[config.mk]
export PLATFORM = sky130hd
export DESIGN_NAME = id_ex_stage
export DESIGN_NICKNAME = d
export VERILOG_FILES = /design/src/rtl/arm_pkg.sv /design/src/rtl/hazard_unit.sv /design/src/rtl/id_ex_stage.sv
export SDC_FILE = /design/constraint.sdc
export NUM_CORES = 1
export LEC_CHECK = 0
export BUFFER_PORTS_ARGS = -buffer_cell sky130_fd_sc_hd__buf_2
export CAP_MARGIN = 20
export CORE_MARGIN = 5
export CORE_UTILIZATION = 39
export CTS_CLUSTER_DIAMETER = 150
export DETAILED_ROUTE_END_ITERATION = 16
export GPL_ROUTABILITY_DRIVEN = 0
export HOLD_SLACK_MARGIN = 0.1
export PLACE_DENSITY = 0.84
export SYNTH_ARGS = -nofsm -noshare
export SYNTH_HDL_FRONTEND = slang
export SYNTH_SLANG_ARGS = --single-unit
[constraint.sdc]
create_clock -name clk -period 2.08 [get_ports clk]
set_input_delay 0.416 -clock clk [delete_from_list [all_inputs] [get_ports clk]]
set_output_delay 0.416 -clock clk [all_outputs]
set_load 0.02 [all_outputs]
[src/rtl/arm_pkg.sv]
// rtl/arm_pkg.sv - shared widths, NOP/bubble constants and register-match helper for the ARM core
package arm_pkg;

  localparam int EXE_CMD_W = 4;
  localparam int REG_IDX_W = 4;

  localparam logic [EXE_CMD_W-1:0] EXE_NOP = '0;

  typedef struct packed {
    logic wb_en;
    logic mem_r;
    logic mem_w;
    logic b;
    logic s;
  } ctrl_t;

  localparam ctrl_t BUBBLE_CTRL = '{wb_en: 1'b0, mem_r: 1'b0, mem_w: 1'b0, b: 1'b0, s: 1'b0};

  // R0 writes are dropped by the register file, so a dest of 0 never produces a dependency.
  function automatic logic src_match(
    input logic [REG_IDX_W-1:0] src,
    input logic                 src_active,
    input logic [REG_IDX_W-1:0] dest,
    input logic                 dest_en
  );
    return src_active && dest_en && (dest != '0) && (src == dest);
  endfunction

endpackage

[src/rtl/hazard_unit.sv]
// rtl/hazard_unit.sv - RAW hazard detection for ID vs EX/MEM; FORWARDING_EN limits stalls to load-use
module hazard_unit
  import arm_pkg::*;
(
  input  logic                 rst,
  input  logic                 id_valid,
  input  logic [REG_IDX_W-1:0] id_rn,
  input  logic [REG_IDX_W-1:0] id_rm,
  input  logic                 id_uses_rn,
  input  logic                 id_two_src,
  input  logic                 ex_valid,
  input  logic                 ex_wb_en,
  input  logic                 ex_mem_r,
  input  logic [REG_IDX_W-1:0] ex_rd,
  input  logic                 mem_wb_en,
  input  logic [REG_IDX_W-1:0] mem_rd,
  output logic                 hazard_stall
);

  logic dep;

`ifdef FORWARDING_EN
  logic ex_load;
  logic unused_fwd;

  // Only a load in EX cannot be forwarded in time; everything else is bypassed externally.
  assign ex_load    = ex_valid & ex_mem_r;
  assign dep        = src_match(id_rn, id_uses_rn, ex_rd, ex_load)
                    | src_match(id_rm, id_two_src, ex_rd, ex_load);
  assign unused_fwd = ^{ex_wb_en, mem_wb_en, mem_rd};
`else
  logic ex_wr;
  logic unused_full;

  assign ex_wr       = ex_valid & ex_wb_en;
  assign dep         = src_match(id_rn, id_uses_rn, ex_rd,  ex_wr)
                     | src_match(id_rm, id_two_src, ex_rd,  ex_wr)
                     | src_match(id_rn, id_uses_rn, mem_rd, mem_wb_en)
                     | src_match(id_rm, id_two_src, mem_rd, mem_wb_en);
  assign unused_full = ex_mem_r;
`endif

  assign hazard_stall = ~rst & id_valid & dep;

endmodule

[src/rtl/id_ex_stage.sv]
// rtl/id_ex_stage.sv - ID/EX pipeline register with bubble insertion and saturating stall counter (option: FORWARDING_EN)
module id_ex_stage
  import arm_pkg::*;
#(
  parameter int WORD_W = 32,
  parameter int CNT_W  = 16
) (
  input  logic                 clk,
  input  logic                 rst,
  input  logic                 freeze_in,
  input  logic                 flush,
  input  logic                 id_valid,
  input  logic [WORD_W-1:0]    id_pc,
  input  logic [WORD_W-1:0]    id_rn_val,
  input  logic [WORD_W-1:0]    id_rm_val,
  input  logic [REG_IDX_W-1:0] id_rn,
  input  logic [REG_IDX_W-1:0] id_rm,
  input  logic [REG_IDX_W-1:0] id_rd,
  input  logic                 id_uses_rn,
  input  logic                 id_two_src,
  input  logic [EXE_CMD_W-1:0] id_exe_cmd,
  input  logic                 id_mem_r,
  input  logic                 id_mem_w,
  input  logic                 id_wb_en,
  input  logic                 id_b,
  input  logic                 id_s,
  input  logic                 id_imm,
  input  logic [11:0]          id_shift_op,
  input  logic [23:0]          id_simm24,
  input  logic                 id_c,
  input  logic                 mem_wb_en,
  input  logic [REG_IDX_W-1:0] mem_rd,
  output logic                 ex_valid,
  output logic [WORD_W-1:0]    ex_pc,
  output logic [WORD_W-1:0]    ex_rn_val,
  output logic [WORD_W-1:0]    ex_rm_val,
  output logic [REG_IDX_W-1:0] ex_rn,
  output logic [REG_IDX_W-1:0] ex_rm,
  output logic [REG_IDX_W-1:0] ex_rd,
  output logic                 ex_uses_rn,
  output logic                 ex_two_src,
  output logic [EXE_CMD_W-1:0] ex_exe_cmd,
  output logic                 ex_mem_r,
  output logic                 ex_mem_w,
  output logic                 ex_wb_en,
  output logic                 ex_b,
  output logic                 ex_s,
  output logic                 ex_imm,
  output logic [11:0]          ex_shift_op,
  output logic [23:0]          ex_simm24,
  output logic                 ex_c,
  output logic [REG_IDX_W-1:0] ex_src1,
  output logic [REG_IDX_W-1:0] ex_src2,
  output logic                 hazard_stall,
  output logic [CNT_W-1:0]     stall_count
);

  logic                 bubble;
  ctrl_t                nxt_ctrl;
  logic                 nxt_valid;
  logic [WORD_W-1:0]    nxt_pc;
  logic [WORD_W-1:0]    nxt_rn_val;
  logic [WORD_W-1:0]    nxt_rm_val;
  logic [REG_IDX_W-1:0] nxt_rn;
  logic [REG_IDX_W-1:0] nxt_rm;
  logic [REG_IDX_W-1:0] nxt_rd;
  logic                 nxt_uses_rn;
  logic                 nxt_two_src;
  logic [EXE_CMD_W-1:0] nxt_exe_cmd;
  logic                 nxt_imm;
  logic [11:0]          nxt_shift_op;
  logic [23:0]          nxt_simm24;
  logic                 nxt_c;
  logic [REG_IDX_W-1:0] nxt_src1;
  logic [REG_IDX_W-1:0] nxt_src2;

  hazard_unit u_hazard (
    .rst          (rst),
    .id_valid     (id_valid),
    .id_rn        (id_rn),
    .id_rm        (id_rm),
    .id_uses_rn   (id_uses_rn),
    .id_two_src   (id_two_src),
    .ex_valid     (ex_valid),
    .ex_wb_en     (ex_wb_en),
    .ex_mem_r     (ex_mem_r),
    .ex_rd        (ex_rd),
    .mem_wb_en    (mem_wb_en),
    .mem_rd       (mem_rd),
    .hazard_stall (hazard_stall)
  );

  assign bubble = flush | hazard_stall;

  // A bubble loads zeros everywhere so EX sees a clean NOP rather than stale data.
  always_comb begin
    nxt_valid    = 1'b0;
    nxt_ctrl     = BUBBLE_CTRL;
    nxt_pc       = '0;
    nxt_rn_val   = '0;
    nxt_rm_val   = '0;
    nxt_rn       = '0;
    nxt_rm       = '0;
    nxt_rd       = '0;
    nxt_uses_rn  = 1'b0;
    nxt_two_src  = 1'b0;
    nxt_exe_cmd  = EXE_NOP;
    nxt_imm      = 1'b0;
    nxt_shift_op = '0;
    nxt_simm24   = '0;
    nxt_c        = 1'b0;
    nxt_src1     = '0;
    nxt_src2     = '0;
    if (!bubble) begin
      nxt_valid    = id_valid;
      nxt_ctrl     = '{wb_en: id_wb_en, mem_r: id_mem_r, mem_w: id_mem_w, b: id_b, s: id_s};
      nxt_pc       = id_pc;
      nxt_rn_val   = id_rn_val;
      nxt_rm_val   = id_rm_val;
      nxt_rn       = id_rn;
      nxt_rm       = id_rm;
      nxt_rd       = id_rd;
      nxt_uses_rn  = id_uses_rn;
      nxt_two_src  = id_two_src;
      nxt_exe_cmd  = id_exe_cmd;
      nxt_imm      = id_imm;
      nxt_shift_op = id_shift_op;
      nxt_simm24   = id_simm24;
      nxt_c        = id_c;
      // Inactive sources are presented as R0 so the forwarding unit never matches them.
      nxt_src1     = id_uses_rn ? id_rn : '0;
      nxt_src2     = id_two_src ? id_rm : '0;
    end
  end

  always_ff @(posedge clk) begin
    if (rst) begin
      ex_valid    <= 1'b0;
      ex_wb_en    <= 1'b0;
      ex_mem_r    <= 1'b0;
      ex_mem_w    <= 1'b0;
      ex_b        <= 1'b0;
      ex_s        <= 1'b0;
      ex_pc       <= '0;
      ex_rn_val   <= '0;
      ex_rm_val   <= '0;
      ex_rn       <= '0;
      ex_rm       <= '0;
      ex_rd       <= '0;
      ex_uses_rn  <= 1'b0;
      ex_two_src  <= 1'b0;
      ex_exe_cmd  <= '0;
      ex_imm      <= 1'b0;
      ex_shift_op <= '0;
      ex_simm24   <= '0;
      ex_c        <= 1'b0;
      ex_src1     <= '0;
      ex_src2     <= '0;
    end else if (!freeze_in) begin
      ex_valid    <= nxt_valid;
      ex_wb_en    <= nxt_ctrl.wb_en;
      ex_mem_r    <= nxt_ctrl.mem_r;
      ex_mem_w    <= nxt_ctrl.mem_w;
      ex_b        <= nxt_ctrl.b;
      ex_s        <= nxt_ctrl.s;
      ex_pc       <= nxt_pc;
      ex_rn_val   <= nxt_rn_val;
      ex_rm_val   <= nxt_rm_val;
      ex_rn       <= nxt_rn;
      ex_rm       <= nxt_rm;
      ex_rd       <= nxt_rd;
      ex_uses_rn  <= nxt_uses_rn;
      ex_two_src  <= nxt_two_src;
      ex_exe_cmd  <= nxt_exe_cmd;
      ex_imm      <= nxt_imm;
      ex_shift_op <= nxt_shift_op;
      ex_simm24   <= nxt_simm24;
      ex_c        <= nxt_c;
      ex_src1     <= nxt_src1;
      ex_src2     <= nxt_src2;
    end
  end

  always_ff @(posedge clk) begin
    if (rst) begin
      stall_count <= '0;
    end else if (!freeze_in && hazard_stall && (stall_count != {CNT_W{1'b1}})) begin
      stall_count <= stall_count + CNT_W'(1);
    end
  end

endmodule

==> results of run 1 <==
==> final timing paths <==
kind,start,slack [ns],to,cells past startpoint
setup / recovery,ex_rd[2]$_SDFFE_PP0N_,-0.28,hazard_stall,8
hold / removal,id_rm_val[23],0.21,ex_rm_val[23]$_SDFFE_PP0N_,2
setup reg to reg,ex_rd[2]$_SDFFE_PP0N_,-0.21,stall_count[9]$_SDFFE_PP0P_,10
hold reg to reg,ex_src2[3]$_SDFFE_PP0N_,0.47,ex_src2[3]$_SDFFE_PP0N_,1
==> cells in the final DEF (no fill, tap or decap), drive strengths merged, types with 2 or more instances in the layout <==
cell type and n:
nand3 9, dfxtp 182, nand4 3, a21oi 9, and4 2, nor2b 6, o21ai 3, a22o 157
mux2 5, nor4 5, o31ai 4, xor2 12, or4 4, xnor2 7, nor2 15, diode 2
and3 2, a211oi 2, clkbuf 32, a32o 8, nand2 13, clkinv 3, inv 11, buf 429
==> report_power, final <==
part           total [uW]  leakage, uW  internal [uW]  switching [uW]
sequential           3680      0.00149           3610            74.5
combinational         970      0.00308            469             501
clock                3280     0.000296           1730            1540
==> area by class of cell <==
cell class,count,area (um2)
diodes,2,5.00
clock buffers,17,425
clock inverters,15,178
fillers,1165,5390
inverters,1,3.75
multi-input cells,277,2310
flip-flops and latches,182,3650
well taps,211,264
repair buffers,444,3030
==> sequential cells by signal, summed over array words and instances (netlist names) <==
name         count
ex_pc           32
ex_rm_val       32
ex_rn_val       32
ex_simm24       24
stall_count     16
ex_shift_op     12
ex_exe_cmd       4
ex_rd            4
ex_rm            4
ex_rn            4
ex_src1          4
ex_src2          4
ex_b             1
ex_c             1
ex_imm           1
ex_mem_r         1
ex_mem_w         1
ex_s             1
ex_two_src       1
ex_uses_rn       1
ex_valid         1
ex_wb_en         1
==> repair_timing <==
item / CTS / global route
gates cloned: 9 / 19
setup endpoints to repair: 170 / 179
pin swaps: 65 / 121
resized for setup: 29 / 22
setup buffers: 14 / 7
==> logic make-up after synthesis <==
group,share of synthesized area
xor gates and xnor gates,0.0273
DFF,0.598
muxes,0.0109
adders and majority gates,0.00205
AOI/OAI and AO/OA,0.268
and+or+nand+nor,0.0581
buffers and inverters,0.0363
==> worst register-to-register path: stages, from the launching register on <==
cell and delay (ns):
dfxtp_4 0.37, xnor2_2 0.14, nand2_1 0.10, nor4_2 0.28
o21ai_2 0.10, a21bo_1 0.20, buf_6 0.13, buf_4 0.13
buf_6 0.12, or4_4 0.51, a21oi_2 0.14
==> per-layer routing <==
layer,vias to the layer above,global-route usage,share of wire
met2,291,0.382,0.52
met5,-,0,0
met4,0,0.0784,0.015
met3,26,0.0574,0.081
li1,2772,-,-
met1,2863,0.243,0.38
==> cells in the mapped netlist, types with 2 or more instances <==
cell      number
nor4_2         3
nor2b_1        6
nor4_1         2
nor2_1        15
a22o_1       157
mux2_2         4
clkbuf_1      21
a32o_1         8
nand4_1        3
a211oi_1       2
a21oi_1        8
nand2_1       13
and3_1         2
o31ai_1        4
buf_2          3
dfxtp_1      182
nand3_1        9
and4_1         2
buf_4         15
o21ai_2        2
xnor2_1        7
or4_1          4
xor2_1        12
==> metrics by stage <==
stage / hold WS [ns] / power [uW]
after floorplan: 0.547 / 4160
after global placement: 0.444 / 4560
after detailed placement: 0.450 / 4580
after CTS: 0.184 / 7910
after global routing: 0.187 / 8200
final: 0.209 / 7930
==> results.md, run 1 <==
- Row cnt: 45
- Detailed-route wire length per cell: 19.7 um
- Cell area after layout: 9870 um2
- Dominant synthesized flop cell: dfxtp_1
- Die X: 135 um
- Slew margin rel.: 0.747
- Vias in the first global route: 5,907
- H-tree depth: 4
- Data required time of the critical path: 1.66 ns
- Worst hold path type: in -> reg
- Status: complete, but fails checks
- TritonRoute pass-1 iters: 5
- Fin crit share: 1.13
- Top cells by area, synth: dfxtp_1, a22o_1, buf_4
- Async set-reset flop share out of synthesis: 0
- Area growth, synth to finish: 61.9%
- Leak: 0.00487 uW
- Failing checks: setup timing
- Worst path buffer plus inverter count: 2
- Least-Margin Pin Slew: 0.379 ns
- Setup CP Type: reg -> out
- Number of max-cap violations: 0
- Syn_nets: 668
- Unrepaired setup endpoints after global routing: yes
- Cell taking the most area after synthesis: dfxtp_1
- Pwr Density: 804 nW/um2
- Port Buffers: 349
- Gate Count Post-Synth: 500
- Clock Sinks: 182
- Final worst path period need: 2.36 ns
- Cell Chain, Critical Path: xnor2_2 -> nand2_1 -> nor4_2 -> o21ai_2 -> a21bo_1 -> buf_6 -> nor2_4 -> buf_6
- VDD IR max: 0.639 mV
- Post-route clock skew: 0.0117 ns
- Placed cell area: 8390 um2
- Worst-Skew Late Latency: 0.42 ns
- Pre-CTS WS: -0.628 ns
- Critical Path End Type: output pin
- I/O pin count: 350
- Worst path max stage delay: 0.37 ns
- Most Frequent Cell on Critical Path: buf_6
- Hold-fix buffers at CTS: 0
- DIE AREA: 18,200 um2
- Mean post-synth cell area: 12.2 um2
- Startpoint types: flop
- Yosys top cell area share: 0.598
- DRC violations left: 0
- Root buffer cell: clkbuf_16
- Setup WS post-layout: -0.277 ns
- CTS tree: built
- Reg clk slew, reported paths: 0.07 ns
- Register area share after synthesis: 0.598
- Netlist Area Pre-Place: 6100 um2
- Core Util, Final: 0.647
- Tot GR Track Use: 0.213
- DRT iter0 DRCs: 336
- Synth Register Bits: 182
- CP top delay family: simple AND/OR/NAND/NOR gates
- Max Root-Sink Buffers: 2
- Core area: 15,300 um2
- Synth warn: 0
- Non-filler cells, final: 1,149
- Layout Nets: 1,091
- Synth cell types: 39
- EDFF count, synth: 0
- Total grt overflow: 0
- Largest net degree at the start of global routing: 86
- Pins Over Slew Limit: 0
- Inst Count DP: 1,074
- Total Routed Length: 22,700 um
- Setup TNS: -22.73 ns
- DR vias/cell: 5.18
- Setup violators final: 170
- Die height: 135 um
- DR vias: 5,952
- Layout cells sized above 1: 0.540
- Crit-path max FO: 3
- Hold Violations, Final: 0
- Initial antenna violation count: 2
- Max frequency: 424 MHz
- Slowest cell on the critical path: dfxtp_4
- Dpl hpwl: 14,700 um
- Cts bufs inserted: 17
- Worst Path Arrival: 1.94 ns
- Initial core utilization: 0.400
- Number of nets with antenna violations after routing: 0
- First-pass GRT wire length: 30,800 um
No activity file was read; power rests on OpenSTA's default activity.
==> run 2, diff against run 1 <==
--- a/config.mk
+++ b/config.mk
@@ -15,5 +15,7 @@
 export HOLD_SLACK_MARGIN = 0.1
 export PLACE_DENSITY = 0.84
+export RECOVER_POWER = 25
 export SYNTH_ARGS = -nofsm -noshare
 export SYNTH_HDL_FRONTEND = slang
 export SYNTH_SLANG_ARGS = --single-unit
+export TNS_END_PERCENT = 5
==> constraint.sdc (replaced) <==
create_clock -name clk -period 2.08 [get_ports clk]
set_input_delay 0.416 -clock clk [delete_from_list [all_inputs] [get_ports clk]]
set_output_delay 0.416 -clock clk [all_outputs]
set_load 0.005 [all_outputs]
==> run 2 against run 1 <==
  * The flow still finishes with violations (setup timing)
  * Non-clock buffer count fell by 47
  * Clock skew about the same
  * Wire length shrank 15%
  * Cell count fell by 4.2%
  * First-iteration DRC count is 31% lower
  * Core utilization fell by 6.3 points
  * Largest cell class unchanged
  * Highest routed layer unchanged
==> results.md, run 2 (synthesis gave the netlist of run 1 again) <==
- Vias in the first global route: 5,556 (was 5,907)
- DIE AREA: 18,200 um2 (unchanged)
- Critical Path End Type: output pin (unchanged)
- Die height: 135 um (unchanged)
- Leak: 0.00423 uW (was 0.00487 uW)
- R2R Path Start: ex_rd[1]$_SDFFE_PP0N_ (was ex_rd[2]$_SDFFE_PP0N_)
- CP top delay family: simple AND/OR/NAND/NOR gates (unchanged)
- Setup TNS: -0.827 ns (was -22.73 ns)
- Slew margin rel.: 0.719 (was 0.747)
- Port Buffers: 349 (unchanged)
- Clock Sinks: 182 (unchanged)
- Worst-Skew Late Latency: 0.42 ns (about the same)
- Hold-fix buffers at CTS: 0 (unchanged)
- Internal reg-to-reg setup slack: -0.18 ns (was -0.21 ns)
- Slowest cell on the critical path: dfxtp_4 (unchanged)
- Commonest non-fill, non-tap cells in the layout: buf_2, dfxtp_1, a22o_1, clkbuf_1, buf_4 (was buf_2, dfxtp_1, a22o_1, buf_4, clkbuf_16)
- Most common cell after layout, fill and taps aside: buf_2 (unchanged)
- Reg clk slew, reported paths: 0.07 ns (about the same)
- Detailed-route wire length per cell: 17.5 um (was 19.7 um)
- Worst path max stage delay: 0.36 ns (was 0.37 ns)
- Core area: 15,300 um2 (unchanged)
- Initial core utilization: 0.400 (unchanged)
- Worst Path Arrival: 1.88 ns (was 1.94 ns)
- Tot GR Track Use: 0.197 (was 0.213)
- Worst R2R End: stall_count[13]$_SDFFE_PP0P_ (was stall_count[9]$_SDFFE_PP0P_)
- Largest registers in the final layout: ex_pc x32, ex_rm_val x32, ex_rn_val x32 (unchanged)
- CTS tree: built (unchanged)
- Post-route clock skew: 0.0113 ns (was 0.0117 ns)
- Failing checks: setup timing (unchanged)
- Initial antenna violation count: 1 (was 2)
- Area growth, synth to finish: 46.1% (was 61.9%)
- Fin crit share: 1.11 (was 1.13)
- VDD IR max: 0.519 mV (was 0.639 mV)
- Crit-path max FO: 3 (unchanged)
- Setup violators final: 7 (was 170)
- Final worst path period need: 2.30 ns (was 2.36 ns)
- Pins Over Slew Limit: 0 (unchanged)
- Total grt overflow: 0 (unchanged)
- TritonRoute pass-1 iters: 5 (unchanged)
- Worst Hold Path EP: ex_rm_val[20]$_SDFFE_PP0N_ (was ex_rm_val[23]$_SDFFE_PP0N_)
- Largest net degree at the start of global routing: 91 (was 86)
- Setup CP Type: reg -> out (unchanged)
- Data required time of the critical path: 1.66 ns (about the same)
- Worst path buffer plus inverter count: 2 (unchanged)
- Unrepaired setup endpoints after global routing: yes (unchanged)
- Number of nets with antenna violations after routing: 0 (unchanged)
- DRC violations left: 0 (unchanged)
- Total Routed Length: 19,300 um (was 22,700 um)
- Max frequency: 435 MHz (was 424 MHz)
- Status: complete, but fails checks (unchanged)
- Worst hold path type: in -> reg (unchanged)
- Uppermost layer routed: met4 (unchanged)
- Number of max-cap violations: 0 (unchanged)
- Hold Violations, Final: 0 (unchanged)
- Met1 Routed Length: 7590 um (was 8700 um)
- Setup WS post-layout: -0.221 ns (was -0.277 ns)
- DR WL met3: 1880 um (was 1840 um)
- Die X: 135 um (unchanged)
- Max Root-Sink Buffers: 2 (unchanged)
- Cts bufs inserted: 17 (unchanged)
- Row cnt: 45 (unchanged)
- First-pass GRT wire length: 28,900 um (was 30,800 um)
- DRT iter0 DRCs: 233 (was 336)
- I/O pin count: 350 (unchanged)
- Core Util, Final: 0.584 (was 0.647)
- FF-to-FF path depth: 9 (was 10)
- Layout Nets: 1,044 (was 1,091)
- Worst hold path depth: 2 (unchanged)
- Root buffer cell: clkbuf_16 (unchanged)
- DR vias: 5,584 (was 5,952)
- H-tree depth: 4 (unchanged)
- Layout cells sized above 1: 0.459 (was 0.540)
- Metal2 WL: 9620 um (was 11,800 um)
- Startpoint types: flop (unchanged)
- DR vias/cell: 5.07 (was 5.18)
- Least-Margin Pin Slew: 0.421 ns (was 0.379 ns)
- Worst Hold Launch: id_rm_val[20] (was id_rm_val[23])
- Cell Chain, Critical Path: xor2_1 -> nor4_2 -> o21ai_2 -> a21bo_1 -> buf_6 -> nor2_2 -> buf_2 (was xnor2_2 -> nand2_1 -> nor4_2 -> o21ai_2 -> a21bo_1 -> buf_6 -> nor2_4 -> buf_6)
- Pwr Density: 827 nW/um2 (was 804 nW/um2)
- Dpl hpwl: 14,300 um (was 14,700 um)
## run 2: cell count changes in the layout (fill, tap and decap cells not counted), sizes merged
cell / before / now
buf: 429 / 346
clkbuf: 32 / 70
inv: 11 / 7
clkinvlp: 1 / 4
bufinv: 1 / 0
diode: 2 / 1
## run 2: cell type report
cell class	count	area, um2
multi-input combinational	277	2310
tap	211	264
antenna	1	2.50
fill	1284	6350
sequential	182	3650
timing repair buffer	397	2110
inverter	1	3.75
clock inverter	13	115
clock buffer	19	443
## run 2: how the worst max path moves through the flow
| stage | endpoint | cells after the start | start |
|---|---|---|---|
| floorplan | ex_rd[3]$_SDFFE_PP0N_ | 8 | id_rm[1] |
| global placement | stall_count[13]$_SDFFE_PP0P_ | 8 | id_rm[1] |
| detailed placement | stall_count[15]$_SDFFE_PP0P_ | 8 | id_rm[1] |
| CTS | hazard_stall | 8 | ex_rd[2]$_SDFFE_PP0N_ |
| global route | hazard_stall | 7 | ex_rd[1]$_SDFFE_PP0N_ |
| finish | hazard_stall | 7 | ex_rd[1]$_SDFFE_PP0N_ |
## run 2: per-stage QoR
step	cell area [um2]	power, uW	setup slack, ns	std cells	hold WS [ns]
floorplan	6100	4020	0.0363	500	0.466
global placement	8270	4400	-0.164	1062	0.443
detailed placement	8270	4420	-0.214	1062	0.450
CTS	8870	7430	-0.230	1098	0.185
global route	8910	7650	-0.316	1101	0.173
finish	8910	7370	-0.221	1101	0.209
## run 2: metal layers
| layer | track usage | vias to the layer above |
|---|---|---|
| li1 | - | 2664 |
| met1 | 0.231 | 2644 |
| met2 | 0.340 | 261 |
| met3 | 0.0753 | 15 |
| met4 | 0.0521 | 0 |
| met5 | 0 | - |
## run 2: worst reg2reg max path: cells and delay by family (launching register included)
kind	cells	cell delay (ns)
simple gates	2	0.83
xor+xnor	1	0.17
flops	1	0.36
buf+inv	3	0.39
compound gates	3	0.45
## run 2: timing repair
item                                    CTS  global route
setup buffers                             4             3
gates resized for setup                   4            20
pin swaps                                 9            11
endpoints found under the setup margin  143           123
## run 2: power breakdown
part           switching, uW  leakage, uW  internal, uW  total (uW)
sequential              73.6      0.00149          3610        3680
clock                   1430     0.000264          1600        3030
combinational            306      0.00248           350         656
total                   1810      0.00423          5560        7370
